===== config.mk =====
export PLATFORM = sky130hd
export DESIGN_NAME = div_unit_flat
export DESIGN_NICKNAME = d
export VERILOG_FILES = /design/src/rtl/div_unit_if.sv /design/src/rtl/div_unit.sv /design/src/flat_wrapper.sv
export SDC_FILE = /design/constraint.sdc
export NUM_CORES = 1
export LEC_CHECK = 0
export CORE_UTILIZATION = 45
export DETAILED_ROUTE_END_ITERATION = 16
export MAX_ROUTING_LAYER = met4
export PLACE_DENSITY = 0.66
export SLEW_MARGIN = 20
export SYNTH_ARGS = -nofsm -noshare
export SYNTH_HDL_FRONTEND = slang
export SYNTH_SLANG_ARGS = --single-unit

===== constraint.sdc =====
create_clock -name clk -period 7.6 [get_ports clk]
set_clock_uncertainty 0.15 [all_clocks]
set_input_delay 1.52 -clock clk [delete_from_list [all_inputs] [get_ports clk]]
set_output_delay 1.52 -clock clk [all_outputs]
set_load 0.05 [all_outputs]

===== src/rtl/div_unit_if.sv =====
// Handshake/operand bundle for div_unit: requester drives start/operands and
// observes the registered results and status flags.
interface div_unit_if #(
   parameter int unsigned WIDTH = 32
);
   logic             start;
   logic             sign;
   logic             cancel;
   logic [WIDTH-1:0] a;
   logic [WIDTH-1:0] b;
   logic [WIDTH-1:0] q;
   logic [WIDTH-1:0] r;
   logic             busy;
   logic             done;
   logic             div_zero;
   logic             overflow;

   modport master (
      output start, sign, cancel, a, b,
      input  q, r, busy, done, div_zero, overflow
   );

   modport slave (
      input  start, sign, cancel, a, b,
      output q, r, busy, done, div_zero, overflow
   );
endinterface


===== src/rtl/div_unit.sv =====
// Multi-cycle restoring integer divider (DIV/DIVU/REM/REMU), one quotient bit per cycle.
// Define DIV_EARLY_OUT_EN to skip leading-zero iterations; results are unchanged.
module div_unit #(
   parameter int unsigned WIDTH = 32
) (
   input logic       clk,
   input logic       rst,
   div_unit_if.slave bus
);
   localparam int unsigned      CNT_W    = $clog2(WIDTH + 1);
   localparam logic [CNT_W-1:0] IterFull = CNT_W'(WIDTH);
   localparam logic [WIDTH-1:0] MinVal   = {1'b1, {(WIDTH - 1){1'b0}}};

   typedef enum logic [1:0] {StIdle, StCalc, StFin} state_e;

   state_e           state_q, state_d;
   // div_q shifts dividend bits out of the top and quotient bits in at the bottom
   logic [WIDTH-1:0] div_q, div_d;
   logic [WIDTH-1:0] rem_q, rem_d;
   logic [WIDTH-1:0] mag_b_q, mag_b_d;
   logic [CNT_W-1:0] cnt_q, cnt_d;
   logic             q_neg_q, q_neg_d;
   logic             r_neg_q, r_neg_d;
   logic [WIDTH-1:0] q_q, q_d;
   logic [WIDTH-1:0] r_q, r_d;
   logic             busy_q, busy_d;
   logic             done_q, done_d;
   logic             div_zero_q, div_zero_d;
   logic             overflow_q, overflow_d;

   logic [WIDTH-1:0] mag_a_in, mag_b_in;
   logic [CNT_W-1:0] iters;
   logic [WIDTH-1:0] rem_init, div_init;
   logic [WIDTH:0]   trial;

   assign mag_a_in = (bus.sign && bus.a[WIDTH-1]) ? -bus.a : bus.a;
   assign mag_b_in = (bus.sign && bus.b[WIDTH-1]) ? -bus.b : bus.b;

`ifdef DIV_EARLY_OUT_EN
   function automatic logic [CNT_W-1:0] clz(input logic [WIDTH-1:0] v);
      logic [CNT_W-1:0] n;
      logic             found;
      n     = '0;
      found = 1'b0;
      for (int i = WIDTH - 1; i >= 0; i--) begin
         if (!found) begin
            if (v[i]) found = 1'b1;
            else      n = n + CNT_W'(1);
         end
      end
      return n;
   endfunction

   logic [CNT_W-1:0] lz_a, lz_b;
   assign lz_a  = clz(mag_a_in);
   assign lz_b  = clz(mag_b_in);
   // Only reached when |a| >= |b|, so lz_b >= lz_a. The bits above the first
   // iters positions preload the remainder, which stays below |b|.
   assign iters    = lz_b - lz_a + CNT_W'(1);
   assign rem_init = mag_a_in >> iters;
   assign div_init = mag_a_in << (IterFull - iters);
`else
   assign iters    = IterFull;
   assign rem_init = '0;
   assign div_init = mag_a_in;
`endif

   assign trial = {rem_q, div_q[WIDTH-1]} - {1'b0, mag_b_q};

   always_comb begin
      state_d    = state_q;
      div_d      = div_q;
      rem_d      = rem_q;
      mag_b_d    = mag_b_q;
      cnt_d      = cnt_q;
      q_neg_d    = q_neg_q;
      r_neg_d    = r_neg_q;
      q_d        = q_q;
      r_d        = r_q;
      done_d     = 1'b0;
      div_zero_d = 1'b0;
      overflow_d = 1'b0;

      unique case (state_q)
         StIdle: begin
            if (bus.start && !bus.cancel) begin
               if (bus.b == '0) begin
                  q_d        = '1;
                  r_d        = bus.a;
                  div_zero_d = 1'b1;
                  done_d     = 1'b1;
               end else if (bus.sign && bus.a == MinVal && bus.b == '1) begin
                  q_d        = MinVal;
                  r_d        = '0;
                  overflow_d = 1'b1;
                  done_d     = 1'b1;
               end else if (mag_a_in < mag_b_in) begin
                  q_d    = '0;
                  r_d    = bus.a;
                  done_d = 1'b1;
               end else begin
                  state_d = StCalc;
                  div_d   = div_init;
                  rem_d   = rem_init;
                  mag_b_d = mag_b_in;
                  cnt_d   = iters;
                  q_neg_d = bus.sign & (bus.a[WIDTH-1] ^ bus.b[WIDTH-1]);
                  r_neg_d = bus.sign & bus.a[WIDTH-1];
               end
            end
         end
         StCalc: begin
            if (bus.cancel) begin
               state_d = StIdle;
            end else begin
               if (!trial[WIDTH]) begin
                  rem_d = trial[WIDTH-1:0];
                  div_d = {div_q[WIDTH-2:0], 1'b1};
               end else begin
                  rem_d = {rem_q[WIDTH-2:0], div_q[WIDTH-1]};
                  div_d = {div_q[WIDTH-2:0], 1'b0};
               end
               cnt_d = cnt_q - CNT_W'(1);
               if (cnt_q == CNT_W'(1)) state_d = StFin;
            end
         end
         StFin: begin
            state_d = StIdle;
            if (!bus.cancel) begin
               q_d    = q_neg_q ? -div_q : div_q;
               r_d    = r_neg_q ? -rem_q : rem_q;
               done_d = 1'b1;
            end
         end
         default: state_d = StIdle;
      endcase

      busy_d = (state_d != StIdle);
   end

   always_ff @(posedge clk) begin
      if (!rst) begin
         state_q    <= StIdle;
         div_q      <= '0;
         rem_q      <= '0;
         mag_b_q    <= '0;
         cnt_q      <= '0;
         q_neg_q    <= 1'b0;
         r_neg_q    <= 1'b0;
         q_q        <= '0;
         r_q        <= '0;
         busy_q     <= 1'b0;
         done_q     <= 1'b0;
         div_zero_q <= 1'b0;
         overflow_q <= 1'b0;
      end else begin
         state_q    <= state_d;
         div_q      <= div_d;
         rem_q      <= rem_d;
         mag_b_q    <= mag_b_d;
         cnt_q      <= cnt_d;
         q_neg_q    <= q_neg_d;
         r_neg_q    <= r_neg_d;
         q_q        <= q_d;
         r_q        <= r_d;
         busy_q     <= busy_d;
         done_q     <= done_d;
         div_zero_q <= div_zero_d;
         overflow_q <= overflow_d;
      end
   end

   assign bus.q        = q_q;
   assign bus.r        = r_q;
   assign bus.busy     = busy_q;
   assign bus.done     = done_q;
   assign bus.div_zero = div_zero_q;
   assign bus.overflow = overflow_q;
endmodule


===== src/flat_wrapper.sv =====
// flat-port wrapper written by rule: the top's interface ports become plain ports
module div_unit_flat 
#(
   parameter int unsigned WIDTH = 32
)
  (clk, rst, bus_start, bus_sign, bus_cancel, bus_a, bus_b, bus_q, bus_r, bus_busy, bus_done, bus_div_zero, bus_overflow);
  div_unit_if #(.WIDTH(WIDTH)) bus_i ();
  input logic clk;
  input logic rst;
  input wire logic [$bits(bus_i.start)-1:0] bus_start;
  input wire logic [$bits(bus_i.sign)-1:0] bus_sign;
  input wire logic [$bits(bus_i.cancel)-1:0] bus_cancel;
  input wire logic [$bits(bus_i.a)-1:0] bus_a;
  input wire logic [$bits(bus_i.b)-1:0] bus_b;
  output wire logic [$bits(bus_i.q)-1:0] bus_q;
  output wire logic [$bits(bus_i.r)-1:0] bus_r;
  output wire logic [$bits(bus_i.busy)-1:0] bus_busy;
  output wire logic [$bits(bus_i.done)-1:0] bus_done;
  output wire logic [$bits(bus_i.div_zero)-1:0] bus_div_zero;
  output wire logic [$bits(bus_i.overflow)-1:0] bus_overflow;
  assign bus_i.start = bus_start;
  assign bus_i.sign = bus_sign;
  assign bus_i.cancel = bus_cancel;
  assign bus_i.a = bus_a;
  assign bus_i.b = bus_b;
  assign bus_q = bus_i.q;
  assign bus_r = bus_i.r;
  assign bus_busy = bus_i.busy;
  assign bus_done = bus_i.done;
  assign bus_div_zero = bus_i.div_zero;
  assign bus_overflow = bus_i.overflow;
  div_unit #(.WIDTH(WIDTH)) u_core (.clk(clk), .rst(rst), .bus(bus_i));
endmodule

Yosys cells after proc, flatten, opt, wreduce, memory -nomap -nowiden. Index checks and enable logic that the tools add are counted.

Bits of input ports: 69. Output and inout bits: 68. Register bits after elaboration: 174.

Bitwise operators: 9. Eq/ne operators: 12. Add/subtract/negate cells: 6. Mux-type cells: 51. Reduce and logical (&&, ||, !) cells: 16. Order comparisons: 1.

Operators with widths (number): $mux W32 (25); $pmux W32 S2 (4); $neg A32 Y32 (4); $eq A32 B32 Y1 const B (2); $sub A33 B32 Y33 (1); $logic_not A32 Y1 (1); $lt A32 B32 Y1 (1); $mux W6 (5); $mux W2 (6); $pmux W6 S2 (1); $ne A2 B2 Y1 const B (5); $mux W1 (8); $eq A6 B1 Y1 const B (1); $not A1 Y1 (6); $reduce_and A6 Y1 (1); $reduce_bool A2 Y1 (3); $sub A6 B1 Y6 const B (1); $logic_and A1 B1 Y1 (5); $reduce_and A5 Y1 (1); $ne A4 B1 Y1 const B (1); $pmux W2 S2 (1); $reduce_and A4 Y1 (1); $reduce_or A4 Y1 (1); $reduce_and A3 Y1 (1); other kinds (8) (9).

Longest topological paths before layout.
Depth after elaboration: 9. Mapped depth: 24.

Worst setup path after synthesis. OpenSTA, ideal clock, no wires.

Path kind: in2reg. From: input port bus_b[13]. To: register u_core.q_q[31] (netlist: u_core.bus.q[31]). Setup time: 123 ps. Arrival time: 5538 ps. Setup slack: 1790 ps. Stages on the path: 20. Path buffers: 4. Cell sequence: or4_4 > or4_1 > buf_2 > nor3b_1 > nand2_1 > o31ai_1 > xor2_1 > ha_1 > nand4_1 > inv_1 > a221oi_1 > a22oi_1 > a22oi_2 > a21oi_1 > or3_4 > buf_6 > buf_6 > buf_2 > nand3_1 > o41ai_2.

Longest elaborated chain between the ends: 6. Elaborated cells between the ends (all ways): 12.

Ends and longest elaborated chain: start: declaration (line flat_wrapper.sv:14) `input wire logic [$bits(bus_i.b)-1:0] bus_b;`; parallel branches: the longest is 6 deep, another holds $neg A32 Y32; end signal: assignment (line div_unit.sv:164) `q_q <= q_d;`; end: declaration (line div_unit.sv:24) `logic [WIDTH-1:0] q_q, q_d;`.

Parallel ways; which one is timed is not known. The select of a mux whose other input is x is not followed. A chain may end at the register's enable or synchronous reset.

Worst setup path after layout.
From: input port bus_b[12]. To: register u_core.q_q[31] (netlist: u_core.bus.q[31]).

Same word-level chain as after synthesis.

==> metrics.cfg <==
[timing]
final.period_utilization=0.886
slew_violations=0
hold_violations=0
worst_pin_slew_ns=1.01
fmax_mhz=149
max_slew_margin=0.325
layout_min_cycle_time_ns=6.73
finalSetupViolations=0
grt_setup_unrepaired=no
fin_tns_setup_ns=0

[global_routing]
grt_pass1_wl_um=61400
grt_max_degree=85
antenna_found_initial=0
overflow=0
grtUsageTotal=0.288
first_global_vias=10900

[logic_synthesis]
synthSimpleGateAreaFrac=0.212
yosys.area.top_type=dfxtp_1
ys_warn_count=0
synth_area_mm2=0.0124
ys_top_cells_by_count=186 x nor2_1, 174 x dfxtp_1, 161 x o21ai_0
synth_edf_count=0
syn-num-nets=1772
yosys.cell_types.count=71
synth_top_flop_cell=dfxtp_1
async_reset_ff_frac=0
synth-seq-cells=174
synth_top_family_by_area=compound AO/OA/AOI/OAI gates
syn-mean-instance-area_um2=7.62
synth_compound_area_frac=0.225
synth_most_common_cell=nor2_1
synth_area_leaders=dfxtp_1 28%, ha_1 7.0%, xnor2_1 7.0%
syn_inst=1632
synth_fa_ha_area_frac=0.0721
yosysTopAreaCellShare=0.280
synth_xor_area_frac=0.103
seq_area_frac_synth=0.280
muxShareOfSynthArea=0.0572

[detailed_routing]
post-route-drc-count=0
drt-total-wl_um=39500
via_per_inst=5.87
num_vias=12100
drt_iter0_drc=1017
wl_per_cell_um=19.2
drt-pass1-iter-count=5
postRouteAntennaNets=0

[clocking]
clkTransAtPathRegs_ns=0.08
numClockSinks=174
cts_buffer_depth=2
cts_buffers=17
cts-resized-gates=0
ctsHoldBuffers=0
h-tree-depth=4
postCtsSetupBuffers=0
cts_tree=done
cts_root_buffer=clkbuf_16
clock_latency_ns=0.46

[pwr]
power.density_mw_per_mm2=197
leakage_nw=5.83
ir_worst_vdd_v=0.000105

[run]
maxCapViolations=0

[die]
io_pins=137
die_area_mm2=0.0283
row_count=60
core_mm2=0.0270
die_x_um=168
start_util=0.460
die_h_um=168

[worst_hold_path]
min_path_type=flip-flop to flip-flop
hold_start=u_core.bus.r[21]

[worst_setup_path]
worstPathRequired_ns=7.81
worstSetupPathType=input pin to flip-flop
crit_fanout=84
crit_start=bus_b[12]
r2r_start=u_core.div_q[31]
start_kind=input pin
end_kind=flip-flop
critical_path_arrival_ns=6.94

[place]
place.gp.congestion=0.970
port-buffer-count=136
hpwl_um=30700
dpl.cell_count=2031

[status]
status=completed

[cells_and_area]
antennaDiodeCount=0
final_cells=2063
layout.nets=1849
area_growth_syn_to_layout_pct=17.5
drive_above_1_share=0.0494

## state kept, by name (all words and copies together), names as in the netlist
| signal | flops |
|---|---|
| u_core.bus.r | 32 |
| u_core.r_neg_q | 1 |
| u_core.bus.busy | 1 |
| u_core.rem_q | 32 |
| u_core.bus.done | 1 |
| u_core.state_q | 2 |
| u_core.cnt_q | 6 |
| u_core.bus.q | 32 |
| u_core.mag_b_q | 32 |
| u_core.bus.div_zero | 1 |
| u_core.div_q | 32 |
| u_core.q_neg_q | 1 |
| u_core.bus.overflow | 1 |
## power breakdown
group	internal (W)	switching, W
Combinational	0.000390	0.000567
Clock	0.000481	0.000449
Sequential	0.000950	0.0000395
Total	0.00182	0.00106
## layer usage
layer | track usage | wire (µm)
met5 | - | 0
met4 | 0.129 | 1630
met3 | 0.0268 | 2230
met2 | 0.438 | 17600
met1 | 0.388 | 18100
## layout by cell type (no fill, tap or decap), types with 14 or more instances in the layout
cell type	instances
nor2_1	186
dfxtp_1	174
o21ai_0	160
nand2_1	142
clkdlybuf4s50_1	135
a21oi_1	117
xnor2_1	99
nand3_1	70
ha_1	70
inv_1	64
mux2i_1	53
xor2_1	47
o31ai_1	37
nor4_1	24
nor3_1	23
a21o_1	23
o21a_1	20
nand4_1	19
or4_1	18
clkbuf_16	17
mux2_2	16
a211o_1	15
or3_1	14
buf_4	14
## area by class of cell
cell class | instances | area [µm²]
flip-flops and latches | 174 | 3480
well taps | 341 | 427
clock inverters | 14 | 169
inverters | 65 | 244
fillers | 2601 | 12400
repair buffers | 152 | 1500
clock buffers | 18 | 439
multi-input cells | 1299 | 8330
## worst max-delay path, stage by stage
cell and delay, ns:
clkdlybuf4s50_1 0.49, or4_4 0.58, or4_1 0.57, nor3b_1 0.53, nand2_1 0.19, o31ai_1 0.27
nand2_1 0.16, ha_1 0.36, nand4_1 0.18, inv_1 0.06, a221oi_1 0.27, a22oi_1 0.14
a22oi_2 0.30, a21oi_1 0.11, or3_4 0.57, buf_12 0.29, o41ai_2 0.32
## worst paths after layout
| path | cells past startpoint | to | slack [ns] |
|---|---|---|---|
| worst min register to register | 2 | u_core.bus.r[21] | 0.31 |
| worst max-delay path | 17 | u_core.bus.q[31] | 0.87 |
| worst min-delay path | 2 | u_core.bus.r[21] | 0.31 |
| worst max register to register | 14 | u_core.rem_q[0] | 3.51 |
## metrics by stage
stage	setup slack [ns]	utilization	power, W	instance area, µm²	hold WS (ns)
2_1_floorplan	1.79	-	0.00169	12400	0.285
3_5_place_dp	0.499	0.518	0.00195	14000	0.301
6_report	0.867	0.540	0.00288	14600	0.313
5_1_grt	0.555	0.540	0.00301	14600	0.334
3_3_place_gp	0.515	0.518	0.00194	14000	0.299
4_1_cts	0.937	0.540	0.00287	14600	0.313
## cells by family after synthesis
family / Yosys count
simple gates: 558
compound gates: 455
flops: 174
buf+inv: 159
xor+xnor: 146
fa+ha+maj: 71
mux: 69
Power figures use the tool's default switching activity.
